## src/rtl/psec5_spi_pkg.sv

```systemverilog
// Shared types and frame-width helpers for the PSEC5 SPI configuration slave.
package psec5_spi_pkg;

   typedef enum logic {ADDR, DATA} spi_state_t;

   localparam int SPI_ADDR_W_DEF = 8;
   localparam int SPI_DATA_W_DEF = 8;

   // The read/write flag is the MSB of the address word.
   function automatic int spi_rnw_bit(input int addr_w);
      return addr_w - 1;
   endfunction

   function automatic int spi_max(input int a, input int b);
      return (a > b) ? a : b;
   endfunction

endpackage

```

## src/rtl/spi_bit_shifter.sv

```systemverilog
// LSB-first serial capture / parallel-load shift-out with bit counter; done is combinational on the last-bit edge.
// No backpressure: one bit per enabled sclk edge, clr discards the partial word.
module spi_bit_shifter #(
   parameter int W  = 8,
   parameter int CW = $clog2(W + 1)
) (
   input  logic          i_sclk,
   input  logic          i_rstn,
   input  logic          i_clr,
   input  logic          i_en,
   input  logic          i_dir_out,
   input  logic          i_load,
   input  logic [W-1:0]  i_load_dat,
   input  logic [CW-1:0] i_last_idx,
   input  logic          i_sin,
   output logic [W-1:0]  o_cap_dat,
   output logic          o_sout,
   output logic [CW-1:0] o_cnt,
   output logic          o_done
);

   logic [W-1:0]  r_sh;
   logic [CW-1:0] r_cnt;
   logic          r_sout;
   logic [W-1:0]  w_cap;

   // Incoming bit lands at its own position so the word is complete on the last edge.
   always_comb begin
      w_cap = r_sh;
      for (int i = 0; i < W; i++) begin
         if (r_cnt == CW'(i)) w_cap[i] = i_sin;
      end
   end

   assign o_done = i_en && (r_cnt == i_last_idx);

   always_ff @(posedge i_sclk) begin
      if (!i_rstn) begin
         r_sh   <= '0;
         r_cnt  <= '0;
         r_sout <= 1'b0;
      end else if (i_clr) begin
         r_cnt  <= '0;
         r_sout <= 1'b0;
      end else begin
         if (i_en) r_cnt <= o_done ? '0 : r_cnt + CW'(1);
         if (i_load) begin
            r_sh   <= i_load_dat;
            r_sout <= i_load_dat[0];
         end else if (i_en && i_dir_out) begin
            r_sh   <= r_sh >> 1;
            r_sout <= r_sh[1];
         end else if (i_en) begin
            r_sh   <= w_cap;
            r_sout <= 1'b0;
         end
      end
   end

   assign o_cap_dat = w_cap;
   assign o_sout    = r_sout;
   assign o_cnt     = r_cnt;

endmodule

```

## src/rtl/spi_cfg_reg_bank.sv

```systemverilog
// SPI slave decoding {addr, data} frames into NUM_REGS config registers with read-back and burst auto-increment.
// Writes land on the last data-bit edge; no backpressure, cs_n high aborts the frame.
module spi_cfg_reg_bank
   import psec5_spi_pkg::*;
#(
   parameter int                         DATA_W    = SPI_DATA_W_DEF,
   parameter int                         ADDR_W    = SPI_ADDR_W_DEF,
   parameter int                         NUM_REGS  = 4,
   parameter logic [NUM_REGS*DATA_W-1:0] RESET_VAL = '0,
   parameter logic [NUM_REGS-1:0]        RO_MASK   = '0
) (
   input  logic                         sclk,
   input  logic                         rstn,
   input  logic                         cs_n,
   input  logic                         serial_in,
   output logic                         serial_out,
   input  logic [NUM_REGS*DATA_W-1:0]   ro_in,
   output logic [NUM_REGS*DATA_W-1:0]   reg_out,
   output logic [ADDR_W-2:0]            select_reg,
   output logic [NUM_REGS-1:0]          wr_strobe,
   output logic                         frame_err,
   output logic                         busy
);

   localparam int IDX_W = ADDR_W - 1;
   localparam int RNW   = spi_rnw_bit(ADDR_W);
   localparam int SH_W  = spi_max(ADDR_W, DATA_W);
   localparam int CW    = $clog2(SH_W + 1);
   localparam logic [IDX_W-1:0] LAST_IDX  = IDX_W'(NUM_REGS - 1);
   localparam logic [CW-1:0]    ADDR_LAST = CW'(ADDR_W - 1);
   localparam logic [CW-1:0]    DATA_LAST = CW'(DATA_W - 1);

   spi_state_t                 r_state;
   spi_state_t                 w_state_nxt;
   logic [IDX_W-1:0]           r_idx;
   logic                       r_rnw;
   logic [NUM_REGS*DATA_W-1:0] r_regs;
   logic [IDX_W-1:0]           r_sel;
   logic [NUM_REGS-1:0]        r_wr_strobe;
   logic                       r_frame_err;

   logic [SH_W-1:0]            w_cap;
   logic                       w_sout;
   logic [CW-1:0]              w_cnt;
   logic                       w_done;
   logic [CW-1:0]              w_last_idx;
   logic [IDX_W-1:0]           w_addr_idx;
   logic                       w_addr_rnw;
   logic [IDX_W-1:0]           w_next_idx;
   logic [IDX_W-1:0]           w_load_idx;
   logic [DATA_W-1:0]          w_rd_word;
   logic [NUM_REGS-1:0]        w_hit;
   logic                       w_dir_out;
   logic                       w_load;
   logic [NUM_REGS-1:0]        w_strobe_nxt;
   logic                       w_err_nxt;

   assign w_last_idx = (r_state == ADDR) ? ADDR_LAST : DATA_LAST;
   assign w_dir_out  = (r_state == DATA) && r_rnw;

   spi_bit_shifter #(.W(SH_W), .CW(CW)) u_shifter (
      .i_sclk     (sclk),
      .i_rstn     (rstn),
      .i_clr      (cs_n),
      .i_en       (!cs_n),
      .i_dir_out  (w_dir_out),
      .i_load     (w_load),
      .i_load_dat (SH_W'(w_rd_word)),
      .i_last_idx (w_last_idx),
      .i_sin      (serial_in),
      .o_cap_dat  (w_cap),
      .o_sout     (w_sout),
      .o_cnt      (w_cnt),
      .o_done     (w_done)
   );

   assign w_addr_idx = w_cap[IDX_W-1:0];
   assign w_addr_rnw = w_cap[RNW];
   assign w_next_idx = (r_idx == LAST_IDX) ? '0 : r_idx + IDX_W'(1);
   assign w_load_idx = (r_state == ADDR) ? w_addr_idx : w_next_idx;

   // Out-of-range indices match no register and read back as zero.
   always_comb begin
      w_rd_word = '0;
      w_hit     = '0;
      for (int i = 0; i < NUM_REGS; i++) begin
         if (w_load_idx == IDX_W'(i))
            w_rd_word = RO_MASK[i] ? ro_in[i*DATA_W +: DATA_W] : r_regs[i*DATA_W +: DATA_W];
         w_hit[i] = (r_idx == IDX_W'(i));
      end
   end

   always_comb begin
      w_state_nxt  = r_state;
      w_load       = 1'b0;
      w_strobe_nxt = '0;
      w_err_nxt    = 1'b0;
      if (cs_n) begin
         w_state_nxt = ADDR;
         w_err_nxt   = (w_cnt != '0);
      end else if (w_done) begin
         case (r_state)
            ADDR: begin
               w_state_nxt = DATA;
               w_load      = w_addr_rnw;
            end
            DATA: begin
               w_load = r_rnw;
               if (r_rnw) begin
                  w_err_nxt = ~|w_hit;
               end else begin
                  w_strobe_nxt = w_hit & ~RO_MASK;
                  w_err_nxt    = ~|(w_hit & ~RO_MASK);
               end
            end
            default: w_state_nxt = ADDR;
         endcase
      end
   end

   always_ff @(posedge sclk) begin
      if (!rstn) r_state <= ADDR;
      else       r_state <= w_state_nxt;
   end

   always_ff @(posedge sclk) begin
      if (!rstn) begin
         r_idx       <= '0;
         r_rnw       <= 1'b0;
         r_regs      <= RESET_VAL;
         r_sel       <= '0;
         r_wr_strobe <= '0;
         r_frame_err <= 1'b0;
      end else begin
         r_wr_strobe <= w_strobe_nxt;
         r_frame_err <= w_err_nxt;
         if (!cs_n && w_done) begin
            if (r_state == ADDR) begin
               r_idx <= w_addr_idx;
               r_rnw <= w_addr_rnw;
               r_sel <= w_addr_idx;
            end else begin
               r_idx <= w_next_idx;
               r_sel <= w_next_idx;
            end
         end
         for (int i = 0; i < NUM_REGS; i++) begin
            if (w_strobe_nxt[i]) r_regs[i*DATA_W +: DATA_W] <= w_cap[DATA_W-1:0];
         end
      end
   end

   assign serial_out = w_sout;
   assign reg_out    = r_regs;
   assign select_reg = r_sel;
   assign wr_strobe  = r_wr_strobe;
   assign frame_err  = r_frame_err;
   assign busy       = (r_state != ADDR) || (w_cnt != '0);

endmodule

```

## config.mk

```make
export PLATFORM = sky130hd
export DESIGN_NAME = spi_cfg_reg_bank
export DESIGN_NICKNAME = d
export VERILOG_FILES = /design/src/rtl/psec5_spi_pkg.sv /design/src/rtl/spi_bit_shifter.sv /design/src/rtl/spi_cfg_reg_bank.sv
export SDC_FILE = /design/constraint.sdc
export NUM_CORES = 1
export LEC_CHECK = 0
export ABC_AREA = 1
export CAP_MARGIN = 10
export CORE_MARGIN = 4
export CORE_UTILIZATION = 45
export DETAILED_ROUTE_END_ITERATION = 7
export GPL_ROUTABILITY_DRIVEN = 0
export PLACE_DENSITY = 0.77
export SLEW_MARGIN = 15
export SYNTH_ARGS = -nofsm -noshare
export SYNTH_HDL_FRONTEND = slang
export SYNTH_HIERARCHICAL = 1
export SYNTH_SLANG_ARGS = --single-unit
```

## constraint.sdc

```tcl
create_clock -name sclk -period 2.3 [get_ports sclk]
set_input_delay 0.46 -clock sclk [delete_from_list [all_inputs] [get_ports sclk]]
set_output_delay 0.46 -clock sclk [all_outputs]
set_load 0.005 [all_outputs]
```

# --- Word level (Yosys, flattened, before mapping) ---
# Index checks and enable logic that the tools add are counted.
word_totals:
  mem_bits_rw: 0
  n_memories: 0
  elab_cells: 72
  latchBits: 0
  mem_bits_ro: 0
  inputBits: 36
  reg_bits: 59
  output_inout_bits: 46
op_classes:
  n_lt_le_gt_ge: 0
  n_shift: 0
  n_div: 0
  addsub: 2
  bitwise_logic: 2
  n_eq_ne: 13
  mul: 0
  n_reduce_logical: 15
  n_mux: 28
op_table:
  columns: ["op", "count"]
  rows:
  - ["$mux W8", 6]
  - ["$eq A7 B2 Y1 const B", 4]
  - ["$eq A4 B3 Y1 const B", 4]
  - ["$mux W4", 4]
  - ["$mux W1", 15]
  - ["$eq A7 B1 Y1 const B", 2]
  - ["$logic_not A7 Y1", 2]
  - ["$mux W7", 2]
  - ["$eq A4 B2 Y1 const B", 2]
  - ["$add A7 B1 Y7 const B", 1]
  - ["$add A4 B1 Y4 const B", 1]
  - ["$eq A4 B1 Y1 const B", 1]
  - ["$logic_and A1 B1 Y1", 4]
  - ["$logic_not A4 Y1", 1]
  - ["$reduce_bool A4 Y1", 1]
  - ["$reduce_or A4 Y1", 1]
  - ["$reduce_or A3 Y1", 1]
  - ["$logic_not A1 Y1", 2]
  - ["$not A1 Y1", 2]
  - ["$pmux W1 S2", 1]
  - ["$reduce_and A2 Y1", 1]
  - ["$reduce_or A2 Y1", 1]
  - ["$logic_or A1 B1 Y1", 1]

# --- Depth between registers and ports, before layout ---
# Gate-level depths: netlist of the first run.
depth:
  word_depth: 9
  ltp_mapped: 17

# --- Modules after synthesis ---
# The synthesis of the first run kept the hierarchy.
modules_own_cells:
  columns: ["mod", "cells_per_inst", "seq_area_each_um2", "instances", "area_each_um2"]
  rows:
  - ["spi_cfg_reg_bank", 315, 920.9, 1, 2260.9]
  - ["spi_bit_shifter", 171, 260.2, 1, 1058.5]

# --- Least setup slack after synthesis of the first run ---
# Ideal clock, no wire load.
synth_timing:
  path_type: "input-to-reg"
  from: "input cs_n"
  to: "register u_shifter.r_sh[1]"
  cell_stages: 14
  arrival_time_ns: 2.253
  t_required_ns: 2.179
  path_slack_ns: -0.075
  path_cell_list: "inv_2 -> buf_6 -> o21ai_0 -> nor2_1 -> nand3_1 -> inv_1 -> nand2_1 -> o21ai_0 -> inv_2 -> buf_2 -> nor2_1 -> nor2_2 -> nand2_1 -> a21oi_1"
synth_via:
  elab_chain_len: 5
  elab_cells_between_ends: 7
  classes_between: "mux: 4; reduce/logical: 3"
synth_rtl:
  columns: ["item", "line", "source"]
  rows:
  - ["from (decl)", "spi_cfg_reg_bank.sv:14", "input logic cs_n,"]
  - ["$logic_not A1 Y1", "spi_cfg_reg_bank.sv:65", ".i_en (!cs_n),"]
  - ["$logic_and A1 B1 Y1", "spi_bit_shifter.sv:35", "assign o_done = i_en && (r_cnt == i_last_idx);"]
  - ["named net w_done", "spi_cfg_reg_bank.sv:45", "logic w_done;"]
  - ["$mux W1", "spi_cfg_reg_bank.sv:101", "end else if (w_done) begin"]
  - ["$mux W1", "spi_cfg_reg_bank.sv:98", "if (cs_n) begin"]
  - ["named net w_load", "spi_cfg_reg_bank.sv:54", "logic w_load;"]
  - ["$mux W8", "spi_bit_shifter.sv:47", "if (i_load) begin"]
  - ["to (signal assigned)", "spi_bit_shifter.sv:48", "r_sh <= i_load_dat;"]
  - ["to (signal assigned)", "spi_bit_shifter.sv:51", "r_sh <= r_sh >> 1;"]
  - ["to (signal assigned)", "spi_bit_shifter.sv:54", "r_sh <= w_cap;"]
  - ["to (decl)", "spi_bit_shifter.sv:22", "logic [W-1:0] r_sh;"]
# The timed path passes the listed nets, and every way through them passes these cells.
# A chain may end at the register's enable or synchronous reset.

# --- Final worst setup path of the first run ---
layout_timing:
  from: "register u_shifter.r_cnt[0], in the netlist u_shifter/o_cnt[0]"
  to: "output busy"
layout_via:
  elab_chain_len: 2
layout_rtl:
  columns: ["item", "line", "source"]
  rows:
  - ["from (decl)", "spi_bit_shifter.sv:23", "logic [CW-1:0] r_cnt;"]
  - ["from (signal assigned)", "spi_bit_shifter.sv:46", "if (i_en) r_cnt <= o_done ? '0 : r_cnt + CW'(1);"]
  - ["$reduce_bool A4 Y1", "spi_cfg_reg_bank.sv:158", "assign busy = (r_state != ADDR) || (w_cnt != '0);"]
  - ["$logic_or A1 B1 Y1", "spi_cfg_reg_bank.sv:158", null]
  - ["to (decl)", "spi_cfg_reg_bank.sv:22", "output logic busy"]
# No other way between the ends.

==> flow_metrics.py, run 1 <==
metrics = {
    "outcome": {
        "outcome": "finished with violations",
        "violations": "setup timing",
    },
    "timing": {
        "min_period_ns": 2.31,
        "grt_setup_unrepaired": "yes",
        "hold_viol_final": 0,
        "period_share_pct": 100,
        "setup_tns_ns": -0.0112,
        "whs_ns": 0.466,
        "finalClockSkew_ns": 0.0107,
        "setup_viol": 2,
        "max_freq_mhz": 433,
        "final_max_slew_viol_count": 0,
        "setup_ws_ns": -0.00720,
    },
    "logic_synthesis": {
        "yosys.area.top_type": "dfxtp_1",
        "yosys_warnings": 6,
        "synth_top_area_share_pct": 35.6,
        "synth_ff_type": "dfxtp_1",
        "ys_async_sr_fraction_pct": 0,
        "synth-seq-cells": 59,
        "synth_edf_count": 0,
        "syn_avg_cell_area_um2": 6.83,
        "syn_area_mm2": 0.00332,
        "yosysSeqAreaShare_pct": 35.6,
        "ys_top_cells_by_area": "dfxtp_1 (36%), nor2_1 (10%), nand3_1 (10%)",
        "ys_types": 34,
        "synthCells": 486,
    },
    "clock_network": {
        "clock-sinks": 59,
        "clkTransAtPathRegs_ns": 0.07,
        "cts_tree": "built",
        "cts_buffers": 9,
        "insertion_delay_ns": 0.35,
        "cts_buffer_depth": 2,
        "root_buffer": "clkbuf_8",
        "htreeDepth": 3,
        "cts_hold_buf": 0,
    },
    "pwr": {
        "switching_share_pct": 28.3,
        "ir_worst_vdd_v": 0.000424,
        "intPower_mw": 1.50,
        "p_sw_mw": 0.593,
        "total_power_mw": 2.09,
        "clkPwrFrac_pct": 41.2,
        "seqPwrFrac_pct": 49.4,
        "power_density_mw_per_mm2": 449,
        "p_comb_share_pct": 9.4,
        "p_leak_nw": 2.08,
    },
    "detailed_routing": {
        "drt-total-wl_um": 10400,
        "drc_errors": 0,
        "viasPerCell": 5.29,
        "vias": 3685,
        "firstDrtPassIters": 5,
        "drt-initial-drc-count": 272,
        "drtAntennaViolNets": 0,
        "routedWlPerCell_um": 15.0,
    },
    "flow_run": {
        "maxCapViolations": 0,
    },
    "placed_design": {
        "dp_hpwl_um": 7250,
        "port_buffers": 49,
    },
    "floorplanning": {
        "dieArea_mm2": 0.00881,
        "fp-row-count": 31,
        "io-pin-count": 82,
        "die_h_um": 93.9,
        "coreArea_mm2": 0.00721,
        "floorplan.initialDensity_pct": 46.0,
        "die_w_um": 93.9,
    },
    "setup_path": {
        "cp-end-kind": "output port",
        "required_ns": 1.84,
        "worstPathMaxFanout": 4,
        "start_kind": "flop",
        "worstPathArrival_ns": 1.85,
        "critPathKind": "flop to output port",
    },
    "global_route": {
        "grt_pass1_wl_um": 16600,
        "antenna_found_initial": 0,
        "grt_util_all_layers_pct": 23.7,
        "grt_max_degree": 33,
        "global_route.overflow_total": 0,
        "grt_pass1_vias": 3522,
    },
    "layout": {
        "fillers": 628,
        "final_common_cell": "nor2_1",
        "utilization_pct": 64.6,
        "diodes": 0,
        "synthToLayoutAreaGrowth_pct": 40.4,
        "fin_nets": 636,
        "drive_above_1_share_pct": 24.6,
        "layout_common_cells": "nor2_1 (89), nand3_1 (61), nand2_1 (59)",
        "largest_reg_flops": 32,
    },
    "worst_hold_path": {
        "min_path_type": "flop to flop",
    },
}
==> path summary, 6_finish.rpt <==
check / from / to / slack (ns) / depth (start not counted)
min reg2reg: u_shifter/r_sh[5] / u_shifter/r_sh[5] / 0.47 / 2
max: u_shifter/o_cnt[0] / busy / -0.007 / 4
max reg2reg: u_shifter/o_cnt[0] / u_shifter/r_sh[3] / 0 / 16
min: u_shifter/r_sh[5] / u_shifter/r_sh[5] / 0.47 / 2
==> timing repair <==
action,4_1_cts,5_1_grt
pin swaps,0,25
cloned,0,3
buffers inserted,0,8
resized for setup,2,48
setup endpoints to repair,7,20
==> area by class of cell <==
cell class | count | area [um2] | area share [%]
multi-input combinational | 362 | 1990 | 42.6
sequential | 59 | 1190 | 25.6
timing repair buffer | 105 | 968 | 20.8
inverter | 55 | 211 | 4.54
clock buffer | 9 | 124 | 2.66
tap | 99 | 124 | 2.66
clock inverter | 7 | 52.6 | 1.13
==> layer usage <==
layer	part of all wire (%)	vias up	global-route usage, %
li1	-	1795	-
met1	44	1723	29.5
met2	47	137	39.6
met3	5.8	30	4.97
met4	3.3	0	10.2
met5	0	-	0
==> critical path, stage by stage, from the launching register on <==
cell and delay (ns):
dfxtp_4 0.38, buf_4 0.16, nor4_2 0.39, nand2_1 0.10
clkdlybuf4s50_1 0.46
==> cells in the mapped netlist, types with 5 or more instances <==
library cell and instances:
nand3_1 67, inv_2 10, nand4_1 11, nor2_2 7
nand2_1 65, a21oi_1 18, inv_1 41, nor2_4 8
ha_1 8, dfxtp_1 59, nor2_1 90, and2_1 7
o21ai_0 47, nand3_2 5
==> power by group through the flow <==
stage	registers, mW	clock network (mW)	logic [mW]
2_1_floorplan	1.06	0	0.106
3_3_place_gp	1.06	0	0.169
3_5_place_dp	1.06	0	0.172
4_1_cts	1.03	0.869	0.175
5_1_grt	1.03	0.918	0.218
6_report	1.03	0.861	0.198
==> metrics by stage <==
stage          worst slack (ns)  cell area, um2  cells
5_1_grt                  -0.164            4660    696
3_3_place_gp             -0.331            4200    669
3_5_place_dp             -0.375            4200    669
4_1_cts                0.000716            4380    685
2_1_floorplan            0.0525            3330    489
6_report               -0.00720            4660    696
==> kinds of logic (layout without fill, tap and decap cells) <==
group / Yosys count / in the layout / synth area share (%)
xor+xnor: 2 / 2 / 0.528
buf+inv: 68 / 176 / 9.31
fa+ha+maj: 8 / 8 / 3.02
simple gates: 272 / 272 / 39.5
compound gates: 75 / 75 / 11.9
other cells: 2 / 5 / 0.226
flops: 59 / 59 / 35.6
(Power assumes the default switching activity.)
==> run 2, diff against run 1 <==
- MAX_ROUTING_LAYER: not set -> met4
==> run 2 against run 1 <==
  * The flow still finishes with violations (setup timing)
  * Register-to-register slack improved by 0.02 ns
  * Wire length rose by 0.30%
  * Maximum frequency rose by 0.11%
  * Die area did not move
  * Utilization rose by 0.45 points
  * Design area rose by 0.70%
  * Combinational power barely moved
  * Critical path depth did not move
  * Count of clock-buffer cells in the layout did not move
  * Sequential power barely moved
  * Largest cell class unchanged
  * Highest routed layer unchanged
==> flow_metrics.py, run 2 (synthesis results as in run 1) <==
metrics = {
    "global_route": {
        "grt_pass1_vias": 3521,
        "top_usage_layer": "met2",
        "antenna_found_initial": 0,
        "grt_util_all_layers_pct": 24.4,
        "grt_max_degree": 33,
        "globalRouteMet1Util_pct": 29.6,
        "use_met2_pct": 39.7,
        "use_met3_pct": 4.49,
        "global_route.overflow_total": 0,
        "grt_pass1_wl_um": 16600,
    },
    "layout": {
        "layout_common_cells": "nor2_1 (88), nand2_1 (59), nand3_1 (58)",
        "largest_reg_flops": 32,
        "fin_nets": 636,
        "synthToLayoutAreaGrowth_pct": 41.4,
        "final_common_cell": "nor2_1",
        "diodes": 0,
        "fillers": 613,
        "drive_above_1_share_pct": 26.0,
        "stdcell_area_mm2": 0.00469,
    },
    "detailed_routing": {
        "viasPerCell": 5.31,
        "drc_errors": 0,
        "drt-total-wl_um": 10500,
        "vias": 3699,
        "firstDrtPassIters": 7,
        "drtAntennaViolNets": 0,
        "routedWlPerCell_um": 15.0,
        "drt-initial-drc-count": 280,
    },
    "setup_path": {
        "start_kind": "flop",
        "worstPathArrival_ns": 1.84,
        "required_ns": 1.84,
        "worstPathMaxFanout": 4,
        "cp-end-kind": "output port",
        "reg2reg_from": "u_shifter/o_cnt[0]",
        "r2r_slack_ns": 0.02,
        "critPathKind": "flop to output port",
        "startpoint": "u_shifter/o_cnt[0]",
    },
    "clock_network": {
        "cts_tree": "built",
        "cts_buffer_depth": 2,
        "cts_hold_buf": 0,
        "cts_buffers": 9,
        "root_buffer": "clkbuf_8",
        "clock-sinks": 59,
        "insertion_delay_ns": 0.35,
        "clkTransAtPathRegs_ns": 0.07,
        "htreeDepth": 3,
    },
    "worst_hold_path": {
        "min_from": "u_shifter/r_sh[5]",
        "min_path_type": "flop to flop",
    },
    "pwr": {
        "p_comb_share_pct": 9.5,
        "intPower_mw": 1.50,
        "p_leak_nw": 2.08,
        "ir_worst_vdd_v": 0.000422,
        "p_sw_mw": 0.594,
        "seqPwrFrac_pct": 49.4,
        "clkPwrFrac_pct": 41.1,
        "switching_share_pct": 28.4,
        "power_density_mw_per_mm2": 446,
    },
    "timing": {
        "setup_ws_ns": -0.00460,
        "grt_setup_unrepaired": "yes",
        "whs_ns": 0.466,
        "setup_tns_ns": -0.00460,
        "min_period_ns": 2.30,
        "max_freq_mhz": 434,
        "finalClockSkew_ns": 0.00963,
        "setup_viol": 1,
        "final_max_slew_viol_count": 0,
        "period_share_pct": 100,
        "hold_viol_final": 0,
    },
    "floorplanning": {
        "die_w_um": 93.9,
        "dieArea_mm2": 0.00881,
        "floorplan.initialDensity_pct": 46.0,
        "die_h_um": 93.9,
        "io-pin-count": 82,
        "coreArea_mm2": 0.00721,
        "fp-row-count": 31,
    },
    "flow_run": {
        "maxCapViolations": 0,
    },
    "placed_design": {
        "dp_hpwl_um": 7250,
        "place_area_mm2": 0.00420,
        "port_buffers": 49,
    },
    "outcome": {
        "violations": "setup timing",
        "outcome": "finished with violations",
    },
}
run 2: worst max-delay path: stages (launching register included):
cell and delay, ns:
dfxtp_4 0.38, buf_4 0.16, nor4_2 0.39, nand2_1 0.10
clkdlybuf4s50_1 0.46
run 2: stage by stage:
stage | worst slack [ns] | total power [mW] | util (%) | instances
6_report | -0.00460 | 2.09 | 65.1 | 696
5_1_grt | -0.132 | 2.17 | 65.1 | 696
4_1_cts | 0.000716 | 2.08 | 60.7 | 685
3_5_place_dp | -0.375 | 1.23 | 58.2 | 669
3_3_place_gp | -0.331 | 1.23 | 58.2 | 669
2_1_floorplan | 0.0525 | 1.16 | - | 489
run 2: power groups by stage:
stage	clock network [mW]	registers, mW	logic, mW
6_report	0.861	1.03	0.200
5_1_grt	0.918	1.03	0.220
4_1_cts	0.869	1.03	0.175
3_5_place_dp	0	1.06	0.172
3_3_place_gp	0	1.06	0.169
2_1_floorplan	0	1.06	0.106
run 2: layer usage:
metal | part of all wire (%) | wire, um
met3 | 5.9 | 617
met1 | 44 | 4580
met5 | 0 | 0
met2 | 47 | 4890
met4 | 3.6 | 374
run 2: worst paths after layout:
check,to,cells after the start
max,busy,4
min,u_shifter/r_sh[5],2
max reg2reg,u_shifter/r_sh[6],16
min reg2reg,u_shifter/r_sh[5],2
run 2: final cells by class:
class | instances | area, um2 | area share (%)
clock buffer | 9 | 124 | 2.64
clock inverter | 7 | 52.6 | 1.12
inverter | 55 | 214 | 4.56
multi-input combinational | 362 | 2010 | 42.9
sequential | 59 | 1200 | 25.5
tap | 99 | 124 | 2.64
timing repair buffer | 105 | 968 | 20.6
run 2: repair_timing:
| item | 4_1_cts | 5_1_grt |
|---|---|---|
| pin swaps | 0 | 33 |
| endpoints found under the setup margin | 7 | 20 |
| setup buffers | 0 | 8 |
| gates cloned | 0 | 3 |
| resized for setup | 2 | 57 |
==> run 3, diff against run 2 <==
- clock period: 2.3 -> 2.1 ns (I/O delays scaled with it)
==> run 3 against run 2 <==
  * Critical endpoint is now u_shifter/r_sh[0]
  * Non-clock buffer count up 8
  * Clock power increased by 54%
  * Worst hold slack got worse by 0.0022 ns
  * Global-route usage grew 2.0 points
  * Highest routed layer unchanged
  * Wire length rose by 5.6%
  * Flip-flop and latch count did not move
  * The run still ends with setup timing left
  * Die area is the same
  * Critical path depth increased by 9
  * Combinational power increased by 12%
==> flow_metrics.py, run 3 (synthesis results as in run 1) <==
metrics = {
    "outcome": {
        "outcome": "finished with violations",
        "violations": "setup timing",
    },
    "placed_design": {
        "dp.cells": 672,
        "dp_hpwl_um": 7260,
        "place_ws_ns": -0.551,
        "port_buffers": 49,
    },
    "clock_network": {
        "cts_buffer_depth": 2,
        "cts_hold_buf": 0,
        "insertion_delay_ns": 0.35,
        "clkTransAtPathRegs_ns": 0.07,
        "cts_tree": "built",
        "clock-sinks": 59,
        "root_buffer": "clkbuf_8",
        "cts_buffers": 9,
        "htreeDepth": 3,
    },
    "layout": {
        "layout_common_cells": "nor2_1 (88), buf_4 (59), nand2_1 (57), nand3_1 (57), dfxtp_1 (54)",
        "fin_nets": 644,
        "utilization_pct": 67.8,
        "fin_cells": 704,
        "drive_above_1_share_pct": 27.6,
        "final_common_cell": "nor2_1",
        "fillers": 575,
        "largest_reg_flops": 32,
        "diodes": 0,
        "synthToLayoutAreaGrowth_pct": 47.4,
    },
    "setup_path": {
        "start_kind": "flop",
        "worstPathArrival_ns": 2.51,
        "cp-end-kind": "flop",
        "r2r_slack_ns": -0.13,
        "required_ns": 2.38,
        "critPathKind": "flop to flop",
        "rr_worst_depth": 13,
        "rr_endpoint": "u_shifter/r_sh[0]",
        "worstPathMaxFanout": 8,
        "reg2reg_from": "u_shifter/o_cnt[0]",
    },
    "global_route": {
        "antenna_found_initial": 0,
        "grt_pass1_wl_um": 17800,
        "grt_max_degree": 38,
        "globalRouteMet1Util_pct": 31.7,
        "use_met2_pct": 44.2,
        "grt_util_all_layers_pct": 26.3,
        "top_usage_layer": "met2",
        "use_met3_pct": 4.81,
        "global_route.overflow_total": 0,
        "grt_pass1_vias": 3715,
    },
    "timing": {
        "setup_tns_ns": -0.863,
        "setup_viol": 10,
        "grt_setup_unrepaired": "yes",
        "finalClockSkew_ns": 0.0123,
        "hold_viol_final": 0,
        "max_freq_mhz": 448,
        "period_share_pct": 106,
        "min_period_ns": 2.23,
        "final_max_slew_viol_count": 0,
        "setup_ws_ns": -0.132,
    },
    "detailed_routing": {
        "drt-total-wl_um": 11100,
        "routedWlPerCell_um": 15.7,
        "drc_errors": 0,
        "viasPerCell": 5.49,
        "vias": 3865,
        "drtAntennaViolNets": 0,
        "drt-initial-drc-count": 318,
        "firstDrtPassIters": 6,
    },
    "worst_hold_path": {
        "min_to": "u_shifter/r_sh[3]",
        "worstHoldPathCells": 2,
        "min_from": "u_shifter/r_sh[3]",
        "min_path_type": "flop to flop",
    },
    "flow_run": {
        "maxCapViolations": 0,
    },
    "pwr": {
        "total_power_mw": 2.68,
        "ir_worst_vdd_v": 0.000375,
        "power_density_mw_per_mm2": 549,
        "p_leak_nw": 2.17,
    },
    "floorplanning": {
        "die_h_um": 93.9,
        "coreArea_mm2": 0.00721,
        "fp-row-count": 31,
        "io-pin-count": 82,
        "floorplan.initialDensity_pct": 46.0,
        "die_w_um": 93.9,
        "dieArea_mm2": 0.00881,
    },
}
-- run 3: cell types whose count changed in the layout (fill, tap and decap cells not counted), moves of 3 or more --
cell        previous run  this run
clkinvlp_4             4         1
bufinv_16              0         3
buf_4                 51        59
nor2_4                 8        11
nor2_2                 9         6
-- run 3: cell type report --
| cell class | instances | area [um2] | area share, % |
|---|---|---|---|
| multi-input cells | 362 | 2070 | 42.3 |
| flip-flops and latches | 59 | 1190 | 24.4 |
| repair buffers | 113 | 1040 | 21.2 |
| inverters | 55 | 218 | 4.45 |
| clock buffers | 9 | 124 | 2.53 |
| clock inverters | 7 | 124 | 2.53 |
| well taps | 99 | 124 | 2.53 |
-- run 3: timing repair --
item,4_1_cts,5_1_grt
endpoints found under the setup margin,27,40
pin swaps,28,18
cloned,2,0
buffers inserted,13,1
resized for setup,40,24
-- run 3: worst max-delay path by stage --
| stage | from | endpoint | slack, ns | depth (start not counted) |
|---|---|---|---|---|
| finish | u_shifter/o_cnt[0] | u_shifter/r_sh[0] | -0.13 | 13 |
| global route | u_shifter/o_cnt[0] | u_shifter/r_sh[0] | -0.25 | 13 |
| CTS | u_shifter/o_cnt[1] | u_shifter/r_sh[1] | -0.06 | 18 |
| detailed placement | serial_in | u_shifter/r_sh[0] | -0.55 | 13 |
| global placement | serial_in | u_shifter/r_sh[3] | -0.46 | 13 |
| floorplan | cs_n | u_shifter/r_sh[7] | 0.009 | 16 |
-- run 3: stage by stage --
step	hold slack [ns]	instance area, um2
floorplan	0.443	3350
global placement	0.454	4240
detailed placement	0.456	4240
CTS	0.467	4770
global route	0.487	4890
finish	0.463	4890
-- run 3: power breakdown --
| group | leakage (nW) | total, mW | switching [mW] | internal (mW) |
|---|---|---|---|---|
| Clock | 0.120 | 1.33 | 0.529 | 0.799 |
| Sequential | 0.479 | 1.13 | 0.00884 | 1.12 |
| Combinational | 1.57 | 0.224 | 0.134 | 0.0906 |
| Total | 2.17 | 2.68 | 0.671 | 2.01 |
-- run 3: worst max-delay path, cell delays in order, from the launching register on --
cell	delay, ns
dfxtp_4	0.38
buf_6	0.13
ha_4	0.16
nand3_1	0.10
and2_4	0.20
nand2_4	0.08
nand4_4	0.19
nor2_4	0.31
nand3_2	0.14
nand4_1	0.12
nand2_2	0.09
o21ai_4	0.07
nor2_1	0.06
a21oi_1	0.12
-- run 3: layer usage --
| metal | part of all wire (%) | vias up |
|---|---|---|
| met5 | 0 | - |
| met2 | 49 | 223 |
| li1 | - | 1813 |
| met3 | 7.3 | 46 |
| met1 | 41 | 1783 |
| met4 | 3.3 | 0 |
